==> src/rtl/led_ctrl_multi.sv <==
// Multi-channel LED controller: debounced push-button cycles through
// off / on / slow blink / fast blink / PWM dim / chase display modes.
module led_ctrl_multi #(
  parameter int unsigned NUM_LED    = 2,
  parameter int unsigned TICK_DIV   = 50000,
  parameter int unsigned DEBOUNCE_T = 20,
  parameter int unsigned SLOW_T     = 500,
  parameter int unsigned FAST_T     = 125,
  parameter int unsigned PWM_BITS   = 4,
  parameter int unsigned PWM_DUTY   = 4
) (
  input  logic               CLK,
  input  logic               RESETn,
  input  logic               PB_SW,
  output logic [NUM_LED-1:0] LED,
  output logic [2:0]         MODE
);

  typedef enum logic [2:0] {
    M_OFF   = 3'd0,
    M_ON    = 3'd1,
    M_SLOW  = 3'd2,
    M_FAST  = 3'd3,
    M_DIM   = 3'd4,
    M_CHASE = 3'd5
  } mode_t;

  localparam int unsigned PW   = $clog2(TICK_DIV);
  localparam int unsigned DW   = $clog2(DEBOUNCE_T + 1);
  localparam int unsigned BMAX = (SLOW_T > FAST_T) ? SLOW_T : FAST_T;
  localparam int unsigned BW   = $clog2(BMAX + 1);
  localparam int unsigned CW   = (NUM_LED > 1) ? $clog2(NUM_LED) : 1;

  localparam logic [PW-1:0]     TICK_END = PW'(TICK_DIV - 1);
  localparam logic [DW-1:0]     DB_END   = DW'(DEBOUNCE_T - 1);
  localparam logic [BW-1:0]     SLOW_END = BW'(SLOW_T - 1);
  localparam logic [BW-1:0]     FAST_END = BW'(FAST_T - 1);
  localparam logic [CW-1:0]     LAST_IDX = CW'(NUM_LED - 1);
  localparam logic [PWM_BITS:0] DUTY     = (PWM_BITS + 1)'(PWM_DUTY);

  logic sync1, sync2;

  always_ff @(posedge CLK or negedge RESETn) begin
    if (!RESETn) begin
      sync1 <= 1'b1;
      sync2 <= 1'b1;
    end else begin
      sync1 <= PB_SW;
      sync2 <= sync1;
    end
  end

  logic [PW-1:0] presc;
  logic          tick;

  assign tick = (presc == TICK_END);

  always_ff @(posedge CLK or negedge RESETn) begin
    if (!RESETn) presc <= '0;
    else         presc <= tick ? '0 : presc + 1'b1;
  end

  logic [DW-1:0] db_cnt;
  logic          pb_db, pb_db_d, started, armed, press;

  // A button held through reset must not count as a press: presses are only
  // honoured once a released level has been sampled on a tick after the
  // synchroniser has flushed its reset value (from the second tick onward).
  always_ff @(posedge CLK or negedge RESETn) begin
    if (!RESETn) begin
      db_cnt  <= '0;
      pb_db   <= 1'b1;
      pb_db_d <= 1'b1;
      started <= 1'b0;
      armed   <= 1'b0;
    end else begin
      pb_db_d <= pb_db;
      if (tick) begin
        started <= 1'b1;
        if (started && sync2) armed <= 1'b1;
        if (sync2 != pb_db) begin
          if (db_cnt == DB_END) begin
            pb_db  <= sync2;
            db_cnt <= '0;
          end else begin
            db_cnt <= db_cnt + 1'b1;
          end
        end else begin
          db_cnt <= '0;
        end
      end
    end
  end

  assign press = pb_db_d & ~pb_db & armed;

  mode_t mode, mode_nx;

  always_comb begin
    mode_nx = M_OFF;
    case (mode)
      M_OFF:   mode_nx = M_ON;
      M_ON:    mode_nx = M_SLOW;
      M_SLOW:  mode_nx = M_FAST;
      M_FAST:  mode_nx = M_DIM;
      M_DIM:   mode_nx = M_CHASE;
      default: mode_nx = M_OFF;
    endcase
  end

  logic [BW-1:0] blink_cnt;
  logic          phase;
  logic [CW-1:0] chase_idx;

  always_ff @(posedge CLK or negedge RESETn) begin
    if (!RESETn) begin
      mode      <= M_OFF;
      blink_cnt <= '0;
      phase     <= 1'b0;
      chase_idx <= '0;
    end else if (press) begin
      mode      <= mode_nx;
      blink_cnt <= '0;
      phase     <= 1'b1;
      chase_idx <= '0;
    end else begin
      case (mode)
        M_OFF, M_ON, M_DIM: begin
        end
        M_SLOW: begin
          if (tick) begin
            if (blink_cnt == SLOW_END) begin
              phase     <= ~phase;
              blink_cnt <= '0;
            end else begin
              blink_cnt <= blink_cnt + 1'b1;
            end
          end
        end
        M_FAST: begin
          if (tick) begin
            if (blink_cnt == FAST_END) begin
              phase     <= ~phase;
              blink_cnt <= '0;
            end else begin
              blink_cnt <= blink_cnt + 1'b1;
            end
          end
        end
        M_CHASE: begin
          if (tick) begin
            if (blink_cnt == FAST_END) begin
              blink_cnt <= '0;
              chase_idx <= (chase_idx == LAST_IDX) ? '0 : chase_idx + 1'b1;
            end else begin
              blink_cnt <= blink_cnt + 1'b1;
            end
          end
        end
        default: mode <= M_OFF;
      endcase
    end
  end

  logic [PWM_BITS-1:0] pwm_cnt;
  logic                pwm_on;

  always_ff @(posedge CLK or negedge RESETn) begin
    if (!RESETn) pwm_cnt <= '0;
    else         pwm_cnt <= pwm_cnt + 1'b1;
  end

  // Extra MSB lets a duty of 2^PWM_BITS mean permanently lit.
  assign pwm_on = ({1'b0, pwm_cnt} < DUTY);

  logic [NUM_LED-1:0] led_nx;

  always_comb begin
    led_nx = '0;
    case (mode)
      M_ON:           led_nx = '1;
      M_SLOW, M_FAST: led_nx = {NUM_LED{phase}};
      M_DIM:          led_nx = {NUM_LED{pwm_on}};
      M_CHASE: begin
        for (int unsigned i = 0; i < NUM_LED; i++) led_nx[i] = (chase_idx == CW'(i));
      end
      default:        led_nx = '0;
    endcase
  end

  always_ff @(posedge CLK or negedge RESETn) begin
    if (!RESETn) LED <= '0;
    else         LED <= led_nx;
  end

  assign MODE = mode;

endmodule
==> config.mk <==
export PLATFORM = sky130hd
export DESIGN_NAME = led_ctrl_multi
export DESIGN_NICKNAME = d
export VERILOG_FILES = /design/src/rtl/led_ctrl_multi.sv
export SDC_FILE = /design/constraint.sdc
export NUM_CORES = 1
export LEC_CHECK = 0
export ABC_AREA = 1
export BUFFER_PORTS_ARGS = -buffer_cell sky130_fd_sc_hd__buf_2
export CORE_ASPECT_RATIO = 0.75
export CORE_UTILIZATION = 50
export DETAILED_ROUTE_END_ITERATION = 10
export PLACE_DENSITY = 0.75
export SYNTH_ARGS = -nofsm -noshare
export SYNTH_HDL_FRONTEND = slang
export SYNTH_SLANG_ARGS = --single-unit
==> constraint.sdc <==
create_clock -name CLK -period 1.3 [get_ports CLK]
set_input_delay 0.26 -clock CLK [delete_from_list [all_inputs] [get_ports CLK]]
set_output_delay 0.26 -clock CLK [all_outputs]
set_load 0.005 [all_outputs]
# Word-level counts from Yosys, hierarchy flattened
# Index checks and enable logic that the tools add are counted.
word_totals:
  input_bits: 3
  output_inout_bits: 5
  mem_bits_rw: 0
  latch_bits: 0
  register_bits: 47
  romBits: 0
  wordCells: 80
  memories: 0
classes:
  mul: 0
  n_shift: 0
  n_div: 0
  bitwise: 5
  add_sub_neg: 5
  mux: 24
  n_lt_le_gt_ge: 1
  eq_ne: 16
  n_reduce_logical: 15
op_table:
  columns: ["operator", "count"]
  rows:
  - ["2-to-1 mux 9 bit", 5]
  - ["case mux 9 bit (2 select lines)", 1]
  - ["adder 16 x 1 -> 16 bit (second input constant)", 1]
  - ["equality test 16 bit (second input constant)", 1]
  - ["2-to-1 mux 16 bit", 1]
  - ["case mux 3 bit (5 select lines)", 1]
  - ["inequality test 3 bit (second input constant)", 4]
  - ["2-to-1 mux 1 bit", 10]
  - ["2-to-1 mux 5 bit", 2]
  - ["adder 9 x 1 -> 9 bit (second input constant)", 1]
  - ["equality test 9 x 7 -> 1 bit (second input constant)", 1]
  - ["equality test 9 bit (second input constant)", 1]
  - ["AND reduction 3 bit", 3]
  - ["case mux 2 bit (4 select lines)", 1]
  - ["equality test 3 x 2 -> 1 bit (second input constant)", 2]
  - ["equality test 3 bit (second input constant)", 2]
  - ["2-to-1 mux 3 bit", 2]
  - ["nonzero test 2 bit", 3]
  - ["nonzero test 3 bit", 2]
  - ["OR reduction 6 bit", 1]
  - ["adder 5 x 1 -> 5 bit (second input constant)", 1]
  - ["equality test 5 bit (second input constant)", 1]
  - ["AND reduction 5 bit", 1]
  - ["adder 4 x 1 -> 4 bit (second input constant)", 1]
  - ["other kinds (13)", 17]

# Depth between registers and ports, before layout
logic_depth:
  word_depth: 6
  mapped_depth: 12
  depth_no_buf: 12

# Worst setup path after synthesis
# No wires, ideal clock.
synth_path:
  path_type: "reg2reg"
  startpoint: "reg presc[0]"
  endpoint: "reg blink_cnt[2]"
  t_arrival_ps: 1346
  path_stages_with_launch: 12
  n_path_buf: 1
  required_ps: 1182
  slack_ps: -163
  setup_ps: 118
  synth_period_minus_slack_ps: 1463
  cell_sequence: "dfrtp_1 ha_1 nand2_1 inv_2 nand2_2 nor2_2 nand2_4 nand2_2 nand3_2 buf_6 nand2_1 o21ai_2"
synth_between:
  elab_chain_len: 3
  word_cells_on_any_way: 4
  classes_between: "eq/ne (3); reduce/logical (1)"
synth_lines:
  columns: ["item", "line_no", "text"]
  rows:
  - ["start, declared", "53", "logic [PW-1:0] presc;"]
  - ["start signal, assigned", "60", "else presc <= tick ? '0 : presc + 1'b1;"]
  - ["equality test 16 bit *", "56", "assign tick = (presc == TICK_END);"]
  - ["inequality test 3 bit (no line) or inequality test 3 x 1 -> 1 bit (tied branches)", null, null]
  - ["AND reduction 3 bit (no line) *", null, null]
  - ["end signal, assigned", "136", "blink_cnt <= blink_cnt + 1'b1;"]
  - ["end signal, assigned", "146", "blink_cnt <= blink_cnt + 1'b1;"]
  - ["end signal, assigned", "156", "blink_cnt <= blink_cnt + 1'b1;"]
  - ["end, declared", "111", "logic [BW-1:0] blink_cnt;"]
# Every way passes the cells marked *; elsewhere a longest branch is shown, timed or not.
# A chain may end at the register's enable or synchronous reset.

# Worst setup path in the final report
layout_path:
  startpoint: "reg presc[1]"
  endpoint: "reg blink_cnt[3]"
# Same word-level chain as after synthesis.

==> run metrics <==
Mapped Area 2540 sq um; Die H 63.7 microns; Final period util 119%; Distinct cells, synth 33; Levels on crit path 11; Seq/Total Area, Yosys 46.5%; placed insts 457; worst setup path end blink_cnt[3]; number of port buffers 7; drt pass-1 iters 4; clk buf depth 2; clock skew 0.00560 ns; Critical R2R Launch presc[1]; syn avg cell area 7.76 sq um; status finished, violations left; initial antenna violation count 0; CTS Buf Count 5; detailed-route vias per instance 5.20; worst-margin pin slew 0.375 ns; Yosys warning count 0; Clock Latency Late Sink 0.32 ns; Clock transition at path regs 0.09 ns; Nets 423; # rows 22; Final Wtd Congestion 0.848; Critical R2R Capture blink_cnt[3]; CP delay by family, top simple AND/OR/NAND/NOR gates; failing checks negative setup slack; RSZ-0062 raised after global routing true; share of layout cells above drive strength 1 39.7%; DP Wirelength 4.30 mm; H-tree depth 2; most frequent CP cell nand2_4; Worst Setup SP presc[1]; CTS tree built; I/O pin cnt 8; sink count of the clock tree 47; vias in the first global route 2,254; grt ovf 0; number of synthesized register bits 47; CP Capture Type register; CP bufs+invs 2; final setup violating endpoints 33; CP max stage delay 0.37 ns; Worst R2R Setup Slack -0.24 ns; Detailed Route Iter0 Violations 250; cell chain of the critical path ha_2 > nand2_2 > inv_4 > nand2_4 > nor2_4 > nand2_4 > nand2_4 > inv_4 > nor2_4 > nand2_1 > o21ai_1; DRC errors left 0; Crit Path Class register to register; Max-Slew Margin vs Limit 74.8%; DRT antenna net count 0; Power Density 681 nW/um^2; R2R cell count 11; Core Box Area 4900 sq um; Total GRT Usage 24.4%; final setup margin -0.241 ns; utilization after layout 73.6%; CP Data Arrival Time 1.78 ns; Chip Width 84.3 microns; root buffer cell clkbuf_8; Layout Cells excl Fill 476; max-slew violations 0; Worst Hold Class primary input to register; synth top area cells dfrtp_1, nand2_1, nor2_1; critical path's slowest cell dfrtp_1; fin crit period 1.54 ns; routed vias 2,473; Synth-to-Final Area Change 42.1%; worst-path fanout max 7; worst vdd ir 0.544 mV; Max Cap Viol 0; WL final 6.54 mm; Final Hold Viols 0; first-pass GRT wire length 10.1 mm; largest net degree at the start of global routing 48; critical path launch point type register; Initial Util 51.8%; Antenna Cells 0; post-synth top area share 42.4%; Routed wire per std cell 13.7 microns; Critical Path RT 1.54 ns; Synth Net Count 335; fmax 0.649 GHz; static leakage 1.85 nW; Gate Count Post-Synth 327; die area 5370 sq um; Yosys top cell by area dfrtp_1
registers in the layout, indices dropped and copies added (netlist names):
signal	flops
LED	2
MODE	3
armed	1
blink_cnt	9
chase_idx	1
db_cnt	5
pb_db	1
pb_db_d	1
phase	1
presc	16
pwm_cnt	4
started	1
sync1	1
sync2	1
power breakdown:
part,total [mW],switching (mW),internal (mW),leakage (nW)
Sequential,1.47,0.00218,1.47,0.621
Combinational,0.0411,0.0301,0.0110,1.18
Clock,0.947,0.561,0.386,0.0485
Total,2.46,0.593,1.86,1.85
layout by cell type (no fill, tap or decap), drive strengths merged, types with 4 or more instances in the layout:
master / count
inv: 44
o21ai: 14
nand2: 95
buf: 83
clkbuf: 5
nand3: 29
nor3: 7
xor2: 13
dfrtp: 43
ha: 5
dfstp: 4
nor2: 51
synth_stat cells, drive strengths merged:
library cell  count
xnor2             2
clkinv            1
o21ai            14
a211oi            1
nor3              7
xor2             13
a31o              1
o22ai             2
nand3b            2
nor2             51
inv              43
o211ai            1
nand3            29
nand2            95
a21oi             1
ha                5
dfstp             4
or2               1
nor4              3
dfrtp            43
nand4             3
o21bai            2
buf               3
layout make-up:
type	instances	area [sq um]
tap	60	75.1
sequential	47	1180
fill	335	1290
clock inverter	3	22.5
multi-input combinational	233	1410
clock buffer	5	68.8
inverter	44	176
timing repair buffer	84	672
routing by layer:
metal | vias up | routed length (microns) | global-route usage (%)
met5 | - | 0 | 0
li1 | 1207 | - | -
met1 | 1204 | 2940 | 32.5
met4 | 0 | 101 | 7.11
met3 | 12 | 287 | 5.24
met2 | 50 | 3210 | 40.2
how the worst min path moves through the flow:
stage	slack [ns]	to	cells past startpoint	start
finish	0.03	sync1	1	PB_SW
CTS	0.03	sync1	1	PB_SW
global route	0.02	sync1	1	PB_SW
global placement	0.26	blink_cnt[3]	2	RESETn
detailed placement	0.26	blink_cnt[3]	2	RESETn
floorplan	-0.04	LED[0]	0	RESETn
metrics by stage:
step           TNS, ns  setup WS (ns)  power, mW  area, sq um  hold slack (ns)
2_1_floorplan    -1.16         -0.112       1.50         2570          -0.0356
3_3_place_gp     -4.51         -0.264       1.54         3160            0.261
3_5_place_dp     -5.71         -0.289       1.54         3160            0.264
4_1_cts          -3.80         -0.216       2.46         3400           0.0336
5_1_grt          -7.76         -0.348       2.52         3610           0.0196
6_report         -4.58         -0.241       2.46         3610           0.0336
kinds of logic after synthesis:
kind of cell	share of synthesized area, %
adder cells (fa/ha/maj)	2.46
AND/OR/NAND/NOR	33.1
flip-flops	46.5
buffers and inverters	7.49
AO/OA/AOI/OAI	5.27
XOR/XNOR	5.18
repair_timing:
action	CTS	global route
setup buffers	6	5
resized for setup	32	51
endpoints found under the hold margin	43	0
pin swaps	18	19
hold buffers	1	0
endpoints found under the setup margin	35	38
No activity file was read; power rests on OpenSTA's default activity.
